===== config.mk =====
export PLATFORM = sky130hd
export DESIGN_NAME = fp_wb_queue
export DESIGN_NICKNAME = d
export VERILOG_FILES = /design/src/rtl/fp_wb_queue.sv
export SDC_FILE = /design/constraint.sdc
export NUM_CORES = 1
export LEC_CHECK = 0
export BUFFER_PORTS_ARGS = -buffer_cell sky130_fd_sc_hd__buf_2
export CORE_UTILIZATION = 55
export DETAILED_ROUTE_END_ITERATION = 10
export PLACE_DENSITY = 0.76
export SLEW_MARGIN = 40
export SYNTH_ARGS = -nofsm -noshare
export SYNTH_HDL_FRONTEND = slang
export SYNTH_SLANG_ARGS = --single-unit

===== constraint.sdc =====
create_clock -name clk -period 2.8 [get_ports clk]
set_input_delay 0.14 -clock clk [delete_from_list [all_inputs] [get_ports clk]]
set_output_delay 0.14 -clock clk [all_outputs]
set_load 0.05 [all_outputs]

===== src/rtl/fp_wb_queue.sv =====
// FP writeback queue: buffers FP results until the integer pipe frees the register-file write port.
// Latency: push edge N -> wb_en in cycle N+2 (N+1 via empty-queue bypass when FP_WB_BYPASS_EN is defined).
// Backpressure: fp_res_ready drops only when all DEPTH entries are occupied; int_wb_en stalls retirement.
module fp_wb_queue #(
    parameter int WIDTH  = 32,
    parameter int ADDR_W = 5,
    parameter int DEPTH  = 4
) (
    input  logic                     clk,
    input  logic                     rst_n,
    input  logic                     fp_res_valid,
    input  logic [WIDTH-1:0]         fp_res_data,
    input  logic [ADDR_W-1:0]        fp_res_rd,
    input  logic                     fp_res_err,
    output logic                     fp_res_ready,
    input  logic                     int_wb_en,
    output logic                     wb_en,
    output logic [ADDR_W-1:0]        wb_addr,
    output logic [WIDTH-1:0]         wb_data,
    output logic                     fp_err,
    input  logic [ADDR_W-1:0]        chk_addr,
    output logic                     chk_hit,
    output logic [$clog2(DEPTH):0]   count
);

    localparam int PW = $clog2(DEPTH);
    localparam int CW = PW + 1;
    localparam logic [CW-1:0] DEPTH_C = CW'(DEPTH);

    typedef struct packed {
        logic [WIDTH-1:0]  data;
        logic [ADDR_W-1:0] rd;
        logic              err;
    } entry_t;

    entry_t          mem [DEPTH];
    entry_t          head;
    entry_t          in_ent;
    logic [PW-1:0]   wr_ptr;
    logic [PW-1:0]   rd_ptr;
    logic            push;
    logic            pop;
    logic            bypass;

    assign fp_res_ready = (count < DEPTH_C);
    assign head         = mem[rd_ptr];
    assign in_ent       = '{data: fp_res_data, rd: fp_res_rd, err: fp_res_err};
    assign pop          = (count != '0) && !int_wb_en;

`ifdef FP_WB_BYPASS_EN
    // An empty queue with a free write port lets the result skip storage entirely.
    assign bypass = fp_res_valid && (count == '0) && !int_wb_en;
`else
    assign bypass = 1'b0;
`endif

    assign push = fp_res_valid && fp_res_ready && !bypass;

    always_ff @(posedge clk) begin
        if (rst_n && push) begin
            mem[wr_ptr] <= in_ent;
        end
    end

    always_ff @(posedge clk) begin
        if (!rst_n) begin
            wr_ptr  <= '0;
            rd_ptr  <= '0;
            count   <= '0;
            wb_en   <= 1'b0;
            wb_addr <= '0;
            wb_data <= '0;
            fp_err  <= 1'b0;
        end else begin
            if (push) begin
                wr_ptr <= wr_ptr + 1'b1;
            end
            if (pop) begin
                rd_ptr <= rd_ptr + 1'b1;
            end
            case ({push, pop})
                2'b10:   count <= count + 1'b1;
                2'b01:   count <= count - 1'b1;
                default: count <= count;
            endcase

            wb_en  <= 1'b0;
            fp_err <= 1'b0;
            // Errored results retire silently apart from the fp_err pulse; wb_addr/wb_data keep their last write.
            if (pop) begin
                wb_en  <= !head.err;
                fp_err <= head.err;
                if (!head.err) begin
                    wb_addr <= head.rd;
                    wb_data <= head.data;
                end
            end else if (bypass) begin
                wb_en  <= !in_ent.err;
                fp_err <= in_ent.err;
                if (!in_ent.err) begin
                    wb_addr <= in_ent.rd;
                    wb_data <= in_ent.data;
                end
            end
        end
    end

    // Walk the occupied slots from the head; errored entries never write, so they cannot hazard.
    always_comb begin
        logic [PW-1:0] idx;
        chk_hit = wb_en && (wb_addr == chk_addr);
        idx     = rd_ptr;
        for (int k = 0; k < DEPTH; k++) begin
            idx = rd_ptr + PW'(k);
            if ((CW'(k) < count) && !mem[idx].err && (mem[idx].rd == chk_addr)) begin
                chk_hit = 1'b1;
            end
        end
    end

endmodule


* Yosys cells after proc, flatten, opt, wreduce, memory -nomap -nowiden
Memories as Yosys holds them, arrays and structs flattened. A register that Yosys moved wholly into a read port is not among the register bits. Index checks and enable logic that the tools add are counted.
Word-level totals: flip-flop bits (word level) 46, bits in writable memories 152, output and inout port bits 44, word-level logic and storage cells 57, memories kept 1
Memories:
- mem | words 4, bits a word 38, rd ports 4, clocked after memory_dff 1, wr ports 1, line 36 | entry_t mem [DEPTH];
Operators by class: add/subtract/negate cells 6, order comparisons 5, equality and inequality tests 7, muxes and demuxes 9, bitwise operators 1, reductions and logical operators 21
Operators by type and width (number):
- $eq A5 B5 Y1 | 5
- $logic_and A1 B1 Y1 | 12
- $lt A1 B3 Y1 const A | 2
- $lt A2 B3 Y1 const A | 2
- $mux W1 | 6
- $pmux W3 S2 | 1
- $logic_not A1 Y1 | 5
- $add A2 B1 Y2 const B | 2
- $add A2 B2 Y2 const B | 2
- $mux W2 | 2
- $reduce_and A2 Y1 | 2
- $add A3 B1 Y3 const B | 1
- $lt A3 B3 Y1 const B | 1
- $reduce_bool A3 Y1 | 1
- $sub A3 B1 Y3 const B | 1
- $eq A2 B1 Y1 const B | 1
- $eq A2 B2 Y1 const B | 1
- $reduce_bool A2 Y1 | 1
- $not A1 Y1 | 1

* Longest topological paths before layout
Gate-level depths: netlist of run 1. An unclocked memory read counts as a cell.
depth after elaboration 8, gate-level depth with buffers 8, depth with buffers taken out 7

* Worst setup path after synthesis of run 1
OpenSTA, ideal clock, no wires.
path kind register -> register, start point register count[2], end point memory mem[0][0] (netlist bit) (enable), setup time 0.399 ns, data arrival time 1.912 ns, data required time 2.401 ns, setup slack 0.489 ns, cell stages (with the launch flop) 4, buffers on the path 1, period minus slack after synthesis 2.311 ns, path through dfxtp_1 > nor2b_1 > clkbuf_1 > and3_1
On the way: cells in the longest elaborated chain, start to end 5
Ends and longest elaborated chain:
- from (decl) | line 23 | output logic [$clog2(DEPTH):0] count
- from (signal assigned) | line 82 | 2'b10: count <= count + 1'b1;
- from (signal assigned) | line 83 | 2'b01: count <= count - 1'b1;
- from (signal assigned) | line 84 | default: count <= count;
- $lt A3 B3 Y1 | line 45 | assign fp_res_ready = (count < DEPTH_C);
- $logic_and A1 B1 Y1 | line 57 | assign push = fp_res_valid && fp_res_ready && !bypass;
- $logic_and A1 B1 Y1 | line 60 | if (rst_n && push) begin
- $mux W1 | line 60
- $mux W1 (implied by the code) | line 61 | mem[wr_ptr] <= in_ent;
- to (decl) | line 36
Every way passes these cells.

==> impl_metrics.env, run 1 <==
export IMPL_postRouteWirelength_mm=16.7
export IMPL_wl_per_cell_um=19.7
export IMPL_hold_viol=0
export IMPL_clock_sinks=200
export IMPL_start_util_pct=56.4
export IMPL_fin_crit_sh_pct=98.2
export IMPL_required_ns=2.66
export IMPL_synth_ff_latch_count=200
export IMPL_cts_root_buffer="clkbuf_16"
export IMPL_drv_cap=0
export IMPL_path_max_fanout=4
export IMPL_drive_above_1_share_pct=29.9
export IMPL_setup_violations=0
export IMPL_dieArea_um2=15400
export IMPL_antenna_cells=0
export IMPL_synth_compound_area_share_pct=5.34
export IMPL_crit_family="simple AND/OR/NAND/NOR gates"
export IMPL_critical_path_buf_inv_count=2
export IMPL_worstPathArrival_ns=2.61
export IMPL_fmax_mhz=364
export IMPL_worst_slack_ns=0.0508
export IMPL_fin_crit_ns=2.75
export IMPL_critical_path_class="reg -> out"
export IMPL_via_per_inst=5.63
export IMPL_power_density_nw_per_um2=849
export IMPL_die_x_um=124
export IMPL_core_area_um2=14500
export IMPL_grt_pass1_vias=4804
export IMPL_leakage_nw=3.51
export IMPL_first_iter_violations=337
export IMPL_synth_fp_nets=571
export IMPL_clock_latency_ns=0.43
export IMPL_globalRouteOverflowTotal=0
export IMPL_final_common_cell="edfxtp_1"
export IMPL_cp_start_kind="flop"
export IMPL_vias=4770
export IMPL_vdd_ir_drop_max_mv=0.542
export IMPL_synth_cells=515
export IMPL_grt_pass1_wl_mm=25.3
export IMPL_cp_slowest_stage_delay_ns=0.54
export IMPL_worstMarginPinSlew_ns=0.599
export IMPL_ys_seq_area_share_pct=67.4
export IMPL_status="finished clean"
export IMPL_rsz0062_at_grt="true"
export IMPL_h_tree_depth=4
export IMPL_synth_top_family_by_area="multiplexers"
export IMPL_numCtsBuffers=17
export IMPL_layout_area_seq_um2=5530
export IMPL_clockBufferDepth=2
export IMPL_crit_path_end_kind="primary output"
export IMPL_nNetsFinal=706
export IMPL_row_count=44
export IMPL_dp_worst_setup_slack_ns=0.205
export IMPL_io_pin_count=91
export IMPL_antenna_found_initial=0
export IMPL_place_congestion=0.935
export IMPL_synth_xor_area_share_pct=3.10
export IMPL_synth_edff_count=152
export IMPL_cts_tree="built"
export IMPL_clk_pin_slew_ns=0.07
export IMPL_synthSimpleGateAreaFrac_pct=6.09
export IMPL_n_fill_cell=1009
export IMPL_skew_ns=0.0150
export IMPL_synth_distinct_cells=38
export IMPL_slew_violations=0
export IMPL_async_flop_share_pct=0
export IMPL_port_buffers=90
export IMPL_layout_common_cells="edfxtp_1 (152), buf_2 (89), nand2_1 (79)"
export IMPL_hold_path_class="in -> reg"
export IMPL_grt_max_degree=39
export IMPL_ant_nets=0
export IMPL_setup_tns_ns=0
export IMPL_synthAdderAreaFrac_pct=1.37
export IMPL_ys_warn_count=0
export IMPL_relSlewSlack_pct=60.1
export IMPL_drc_errors=0
export IMPL_dp_hpwl_mm=10.3
export IMPL_slowest_stage="mux4_2"
export IMPL_avgSynthCellArea_um2=15.9
export IMPL_first_pass_iters=5
export IMPL_multi_input_area_um2=2520
export IMPL_die_height_um=124
export IMPL_synth_ff_type="edfxtp_1"
export IMPL_synth_mux_area_share_pct=14.3
export IMPL_syn_to_final_growth_pct=21.6
export IMPL_worstHoldStart="rst_n"
export IMPL_track_usage_pct=23.1
export IMPL_crit_chain="buf_12 > mux4_2 > xnor2_2 > nand4_1 > a2111oi_4 > a31o_1 > or4_4 > buf_8"
export IMPL_syn_area_um2=8200
## synth_stat cells, types with 2 or more instances
master	count	area share [%]
o21ai_0	4	0.24
buf_2	15	0.92
dfxtp_1	48	12
inv_1	9	0.41
nor2b_1	4	0.31
nor3_1	2	0.12
a21boi_1	30	2.7
edfxtp_1	152	56
clkbuf_1	13	0.60
or4_1	2	0.18
buf_6	2	0.27
and2_1	7	0.53
or3_1	2	0.15
mux2i_1	13	1.6
buf_4	2	0.18
and3_1	5	0.38
nor4_1	3	0.23
xnor2_1	21	2.2
nor2_1	6	0.27
a21oi_1	10	0.61
ha_1	9	1.4
nand4_1	2	0.15
a21boi_0	8	0.73
nand2_1	79	3.6
xor2_1	8	0.85
mux4_2	45	12
a211oi_1	3	0.27
## power by group
group	internal (W)	switching [W]	leakage [nW]	total, W
registers	0.00345	0.000177	1.77	0.00363
clock network	0.00142	0.00107	0.297	0.00249
logic	0.000997	0.00135	1.44	0.00235
## state kept, by name, summed over array words and instances (netlist names), named ones only
signal   count
rd_ptr       2
wb_data     32
count        3
wb_en        1
wb_addr      5
wr_ptr       2
mem        152
fp_err       1
## cells by family (layout without fill, tap and decap cells)
group | count (synthesis) | after routing
AO/OA/AOI/OAI | 62 | 62
XOR/XNOR | 29 | 29
adder cells (fa/ha/maj) | 9 | 9
buffers and inverters | 42 | 190
flip-flops | 200 | 200
multiplexers | 59 | 59
AND/OR/NAND/NOR | 114 | 114
## layer usage
layer  vias to the layer above  global-route usage (%)  share of wire [%]
li1                       2202                       -                  -
met2                       147                    39.8                 54
met1                      2409                    28.9                 40
met4                         0                    8.04                1.1
met5                         -                       0                  0
met3                        12                    4.95                5.0
## through the flow
step / total power [W] / utilization [%] / hold WS, ns / std cells / area [um^2]
global placement: 0.00583 / 61.1 / 0.350 / 772 / 8880
CTS: 0.00846 / 68.1 / 0.0877 / 844 / 9900
global route: 0.00882 / 68.6 / 0.109 / 847 / 9970
finish: 0.00846 / 68.6 / 0.108 / 847 / 9970
floorplan: 0.00534 / - / 0.239 / 515 / 8200
detailed placement: 0.00590 / 61.1 / 0.355 / 772 / 8880
## worst paths after layout
path | slack, ns | depth (start not counted) | end
hold / removal | 0.11 | 2 | wb_addr[4]$_SDFFE_PN0P_
setup / recovery | 0.05 | 8 | chk_hit
hold reg to reg | 0.45 | 2 | wb_data[10]$_SDFFE_PN0P_
setup reg to reg | 0.57 | 7 | wb_data[15]$_SDFFE_PN0P_
## final cells by class
| class | count | area share [%] |
|---|---|---|
| Clock buffer | 18 | 4.30 |
| Clock inverter | 14 | 1.72 |
| Inverter | 10 | 0.377 |
| Multi-Input combinational cell | 273 | 25.2 |
| Sequential cell | 200 | 55.5 |
| Tap cell | 184 | 2.31 |
| Timing Repair Buffer | 148 | 10.6 |
## what timing repair did
action,4_1_cts,5_1_grt
endpoints found under the hold margin,152,0
setup buffers,2,3
cloned,0,0
resized for setup,3,7
hold buffers,38,0
endpoints found under the setup margin,1,1
pin swaps,0,3
(Power assumes the default switching activity.)
==> inputs of run 2 (changes only) <==
==> constraint.sdc (replaced) <==
create_clock -name clk -period 2.8 [get_ports clk]
set_input_delay 0.7 -clock clk [delete_from_list [all_inputs] [get_ports clk]]
set_output_delay 0.7 -clock clk [all_outputs]
set_load 0.05 [all_outputs]
==> run 2 against run 1 <==
  * The flow now finishes with violations (negative setup slack)
  * First-iteration DRC count decreased by 3.9%
  * Total power decreased by 2.5%
  * Hold slack improved by 0.34 ns
  * Count of clock-buffer cells in the layout increased by 2
  * Combinational power decreased by 3%
  * Wire length decreased by 1.5%
  * Setup slack got worse by 0.50 ns
  * Critical endpoint unchanged
  * Largest power group unchanged
==> impl_metrics.env, run 2 (synthesis results as in run 1) <==
export IMPL_status="finished, violations left"
export IMPL_violations="negative setup slack"
export IMPL_crit_path_end_kind="primary output"
export IMPL_hold_viol=0
export IMPL_numCtsBuffers=17
export IMPL_place_congestion=0.898
export IMPL_worstHoldStart="wb_data[9]$_SDFFE_PN0P_"
export IMPL_rsz0062_at_grt="true"
export IMPL_row_count=44
export IMPL_clock_latency_ns=0.42
export IMPL_cp_start_kind="flop"
export IMPL_globalRouteOverflowTotal=0
export IMPL_path_max_fanout=7
export IMPL_critical_path_class="reg -> out"
export IMPL_cts_tree="built"
export IMPL_relSlewSlack_pct=66.6
export IMPL_clk_pin_slew_ns=0.07
export IMPL_drc_errors=0
export IMPL_n_fill_cell=1016
export IMPL_syn_to_final_growth_pct=17.6
export IMPL_postRouteWirelength_mm=16.4
export IMPL_wl_per_cell_um=19.9
export IMPL_r2r_setup_slack_ns=0.73
export IMPL_worstMarginPinSlew_ns=0.500
export IMPL_leakage_nw=3.40
export IMPL_first_pass_iters=5
export IMPL_layout_area_seq_um2=5540
export IMPL_antenna_cells=0
export IMPL_hold_path_class="reg -> reg"
export IMPL_clock_sinks=200
export IMPL_dp_hpwl_mm=10.9
export IMPL_fmax_mhz=307
export IMPL_port_buffers=90
export IMPL_required_ns=2.10
export IMPL_layout_common_cells="edfxtp_1 (152), buf_2 (89), nand2_1 (79)"
export IMPL_worstPathArrival_ns=2.55
export IMPL_start_util_pct=56.4
export IMPL_setup_violations=1
export IMPL_grt_pass1_vias=4773
export IMPL_holdWs_ns=0.451
export IMPL_first_iter_violations=324
export IMPL_worst_hold_path_endpoint="wb_data[9]$_SDFFE_PN0P_"
export IMPL_ant_nets=0
export IMPL_track_usage_pct=22.7
export IMPL_largest_reg_flops=152
export IMPL_fin_crit_ns=3.25
export IMPL_skew_ns=0.0134
export IMPL_ff2ff_path_depth=7
export IMPL_vias=4724
export IMPL_power_w=0.00825
export IMPL_final_common_cell="edfxtp_1"
export IMPL_worst_slack_ns=-0.453
export IMPL_antenna_found_initial=0
export IMPL_io_pin_count=91
export IMPL_core_area_um2=14500
export IMPL_clockBufferDepth=2
export IMPL_h_tree_depth=4
export IMPL_dieArea_um2=15400
export IMPL_via_per_inst=5.71
export IMPL_vdd_ir_drop_max_mv=0.459
export IMPL_nNetsFinal=686
export IMPL_setup_tns_ns=-0.453
export IMPL_slew_violations=0
export IMPL_power_density_nw_per_um2=856
export IMPL_grt_pass1_wl_mm=24.9
export IMPL_die_x_um=124
export IMPL_r2r_end="wb_data[23]$_SDFFE_PN0P_"
export IMPL_largest_register="mem"
export IMPL_reg_top3="mem (152), wb_data (32), wb_addr (5)"
export IMPL_cts_root_buffer="clkbuf_16"
export IMPL_grt_max_degree=29
export IMPL_multi_input_area_um2=2520
export IMPL_worstHoldPathCells=2
export IMPL_die_height_um=124
export IMPL_fin_crit_sh_pct=116
export IMPL_drv_cap=0
export IMPL_drive_above_1_share_pct=34.4
-- run 2: layout make-up --
type                    instances  share of cell area (%)
well taps                     184                    2.39
clock buffers                  20                    4.63
repair buffers                128                    7.81
clock inverters                12                    1.21
flip-flops and latches        200                    57.4
inverters                      10                   0.389
multi-input cells             273                    26.2
-- run 2: power breakdown --
part	internal [W]	leakage [nW]	switching, W
logic	0.000952	1.36	0.00134
clock network	0.00126	0.271	0.00106
registers	0.00345	1.77	0.000180
total	0.00567	3.40	0.00258
-- run 2: through the flow --
step / setup WS (ns) / util, % / cell area (um^2) / cells
2_1_floorplan: 0.0413 / - / 8200 / 515
3_3_place_gp: -0.131 / 61.9 / 9000 / 792
3_5_place_dp: -0.208 / 61.9 / 9000 / 792
4_1_cts: -0.439 / 66.1 / 9610 / 825
5_1_grt: -0.542 / 66.3 / 9640 / 827
6_report: -0.453 / 66.3 / 9640 / 827
-- run 2: timing repair --
item	CTS	global route
setup buffers	1	2
endpoints found under the setup margin	1	1
resized for setup	12	3
pin swaps	2	3
hold buffers	0	0
-- run 2: how the worst max path moves through the flow --
stage	startpoint	slack, ns	cells after the start	end
final	flop	-0.45	7	chk_hit
after global routing	flop	-0.54	7	chk_hit
after CTS	flop	-0.44	7	chk_hit
after detailed placement	flop	-0.21	7	chk_hit
after global placement	flop	-0.13	7	chk_hit
after floorplan	chk_addr[1]	0.04	7	chk_hit
-- run 2: critical path, cell delays in order (launching register included) --
cell and delay [ns]:
dfxtp_4 0.42, mux4_2 0.56, xnor2_2 0.17, nand4_1 0.14
a2111oi_4 0.05, a31o_1 0.20, or4_4 0.42, buf_8 0.17
-- run 2: metal layers --
layer,up-vias,track usage [%],part of all wire [%]
met5,-,0,0
met4,0,10.7,2.0
met3,22,4.81,4.2
met2,129,38.1,53
met1,2408,28.2,41
li1,2165,-,-
==> inputs of run 3 (changes only) <==
Settings changed: CTS_BUF_LIST set to sky130_fd_sc_hd__clkbuf_2 sky130_fd_sc_hd__clkbuf_4 sky130_fd_sc_hd__clkbuf_8, CTS_CLUSTER_SIZE set to 40.
==> run 3 against run 2 <==
  * The flow still finishes with violations (negative setup slack)
  * First-iteration DRC count down 0.62%
  * Final area shrank 2.0%
  * Clock power decreased by 25%
  * Via count shrank 0.76%
  * Non-clock buffer count fell by 1
  * Setup slack worse by 0.042 ns
  * Sequential share of layout area up 1.2 points
==> impl_metrics.env, run 3 (synthesis results as in run 1) <==
export IMPL_status="finished, violations left"
export IMPL_violations="negative setup slack"
export IMPL_power_density_nw_per_um2=810
export IMPL_track_usage_pct=22.4
export IMPL_final_common_cell="edfxtp_1"
export IMPL_critical_path_class="reg -> out"
export IMPL_postCtsHoldBufs=0
export IMPL_critical_path_buf_inv_count=1
export IMPL_vdd_ir_drop_max_mv=0.310
export IMPL_clockBufferDepth=2
export IMPL_drc_errors=0
export IMPL_n_fill_cell=1053
export IMPL_rsz0062_at_grt="true"
export IMPL_grt_pass1_wl_mm=24.7
export IMPL_first_pass_iters=4
export IMPL_crit_chain="mux4_2 > xnor2_2 > nand4_1 > a2111oi_4 > a31o_1 > or4_4 > buf_8"
export IMPL_antenna_cells=0
export IMPL_start_util_pct=56.4
export IMPL_cts_root_buffer="clkbuf_8"
export IMPL_grt_pass1_vias=4739
export IMPL_crit_family="simple AND/OR/NAND/NOR gates"
export IMPL_fin_crit_sh_pct=118
export IMPL_ant_nets=0
export IMPL_worst_slack_ns=-0.495
export IMPL_dieArea_um2=15400
export IMPL_hold_viol=0
export IMPL_nNetsFinal=685
export IMPL_largest_reg_flops=152
export IMPL_leakage_nw=3.32
export IMPL_die_x_um=124
export IMPL_cts_tree="built"
export IMPL_multi_input_area_um2=2520
export IMPL_grt_max_degree=29
export IMPL_slew_violations=0
export IMPL_clock_sinks=200
export IMPL_io_pin_count=91
export IMPL_clk_pin_slew_ns=0.10
export IMPL_dp_hpwl_mm=10.9
export IMPL_clock_latency_ns=0.45
export IMPL_core_area_um2=14500
export IMPL_row_count=44
export IMPL_worstPathArrival_ns=2.59
export IMPL_first_iter_violations=322
export IMPL_die_height_um=124
export IMPL_place_congestion=0.898
export IMPL_syn_to_final_growth_pct=15.3
export IMPL_holdWs_ns=0.457
export IMPL_slowest_stage="mux4_2"
export IMPL_dp_worst_setup_slack_ns=-0.208
export IMPL_layout_common_cells="edfxtp_1 (152), buf_2 (89), nand2_1 (79)"
export IMPL_wl_per_cell_um=19.7
export IMPL_postRouteWirelength_mm=16.2
export IMPL_vias=4688
export IMPL_skew_ns=0.0164
export IMPL_required_ns=2.10
export IMPL_largest_register="mem"
export IMPL_globalRouteOverflowTotal=0
export IMPL_hold_path_class="reg -> reg"
export IMPL_antenna_found_initial=0
export IMPL_reg_top3="mem (152), wb_data (32), wb_addr (5)"
export IMPL_path_max_fanout=7
export IMPL_setup_violations=1
export IMPL_crit_path_end_kind="primary output"
export IMPL_cp_start_kind="flop"
export IMPL_h_tree_depth=4
export IMPL_numCtsBuffers=17
export IMPL_fmax_mhz=304
export IMPL_layout_area_seq_um2=5530
export IMPL_relSlewSlack_pct=66.2
export IMPL_cp_slowest_stage_delay_ns=0.56
export IMPL_port_buffers=90
export IMPL_drv_cap=0
export IMPL_worstMarginPinSlew_ns=0.507
export IMPL_fin_crit_ns=3.29
export IMPL_final_util_pct=65.0
export IMPL_via_per_inst=5.68
export IMPL_drive_above_1_share_pct=34.6
## run 3: through the flow
step / area (um^2) / instances / setup TNS, ns / power [W]
after floorplan: 8200 / 515 / 0 / 0.00535
after global placement: 9000 / 792 / -0.131 / 0.00588
after detailed placement: 9000 / 792 / -0.208 / 0.00594
after CTS: 9420 / 825 / -0.484 / 0.00768
after global routing: 9450 / 826 / -0.600 / 0.00800
final: 9450 / 826 / -0.495 / 0.00765
## run 3: final timing paths
check	from	to	slack, ns	cells after the start
max	flop	chk_hit	-0.49	7
min	wb_data[22]$_SDFFE_PN0P_	wb_data[22]$_SDFFE_PN0P_	0.46	2
max reg2reg	flop	wb_data[5]$_SDFFE_PN0P_	0.74	7
min reg2reg	wb_data[22]$_SDFFE_PN0P_	wb_data[22]$_SDFFE_PN0P_	0.46	2
## run 3: layout make-up
class / count / area share, %
clock buffers: 20 / 2.78
clock inverters: 12 / 1.23
inverters: 10 / 0.397
multi-input cells: 273 / 26.7
flip-flops and latches: 200 / 58.6
well taps: 184 / 2.44
repair buffers: 127 / 7.89
## run 3: what timing repair did
action,4_1_cts,5_1_grt
buffers inserted,1,1
endpoints found under the setup margin,1,1
gates resized for setup,12,2
pin swaps,2,3
## run 3: report_power, final
group / switching [W] / leakage (nW) / internal, W
registers: 0.000182 / 1.77 / 0.00345
logic: 0.00133 / 1.35 / 0.000944
clock network: 0.000984 / 0.190 / 0.000762
total: 0.00250 / 3.32 / 0.00516
## run 3: worst min-delay path, stage by stage (launching register included)
cell	delay, ns
dfxtp_1	0.32
nand2_1	0.05
a21boi_1	0.05
## run 3: routing by layer
metal  global-route usage [%]  vias to the layer above  routed length (um)
met1                     27.6                     2374                6640
met5                        0                        -                   0
met3                     4.62                       29                 722
met2                     37.9                      129                8520
met4                     10.3                        0                 372
li1                         -                     2156                   -
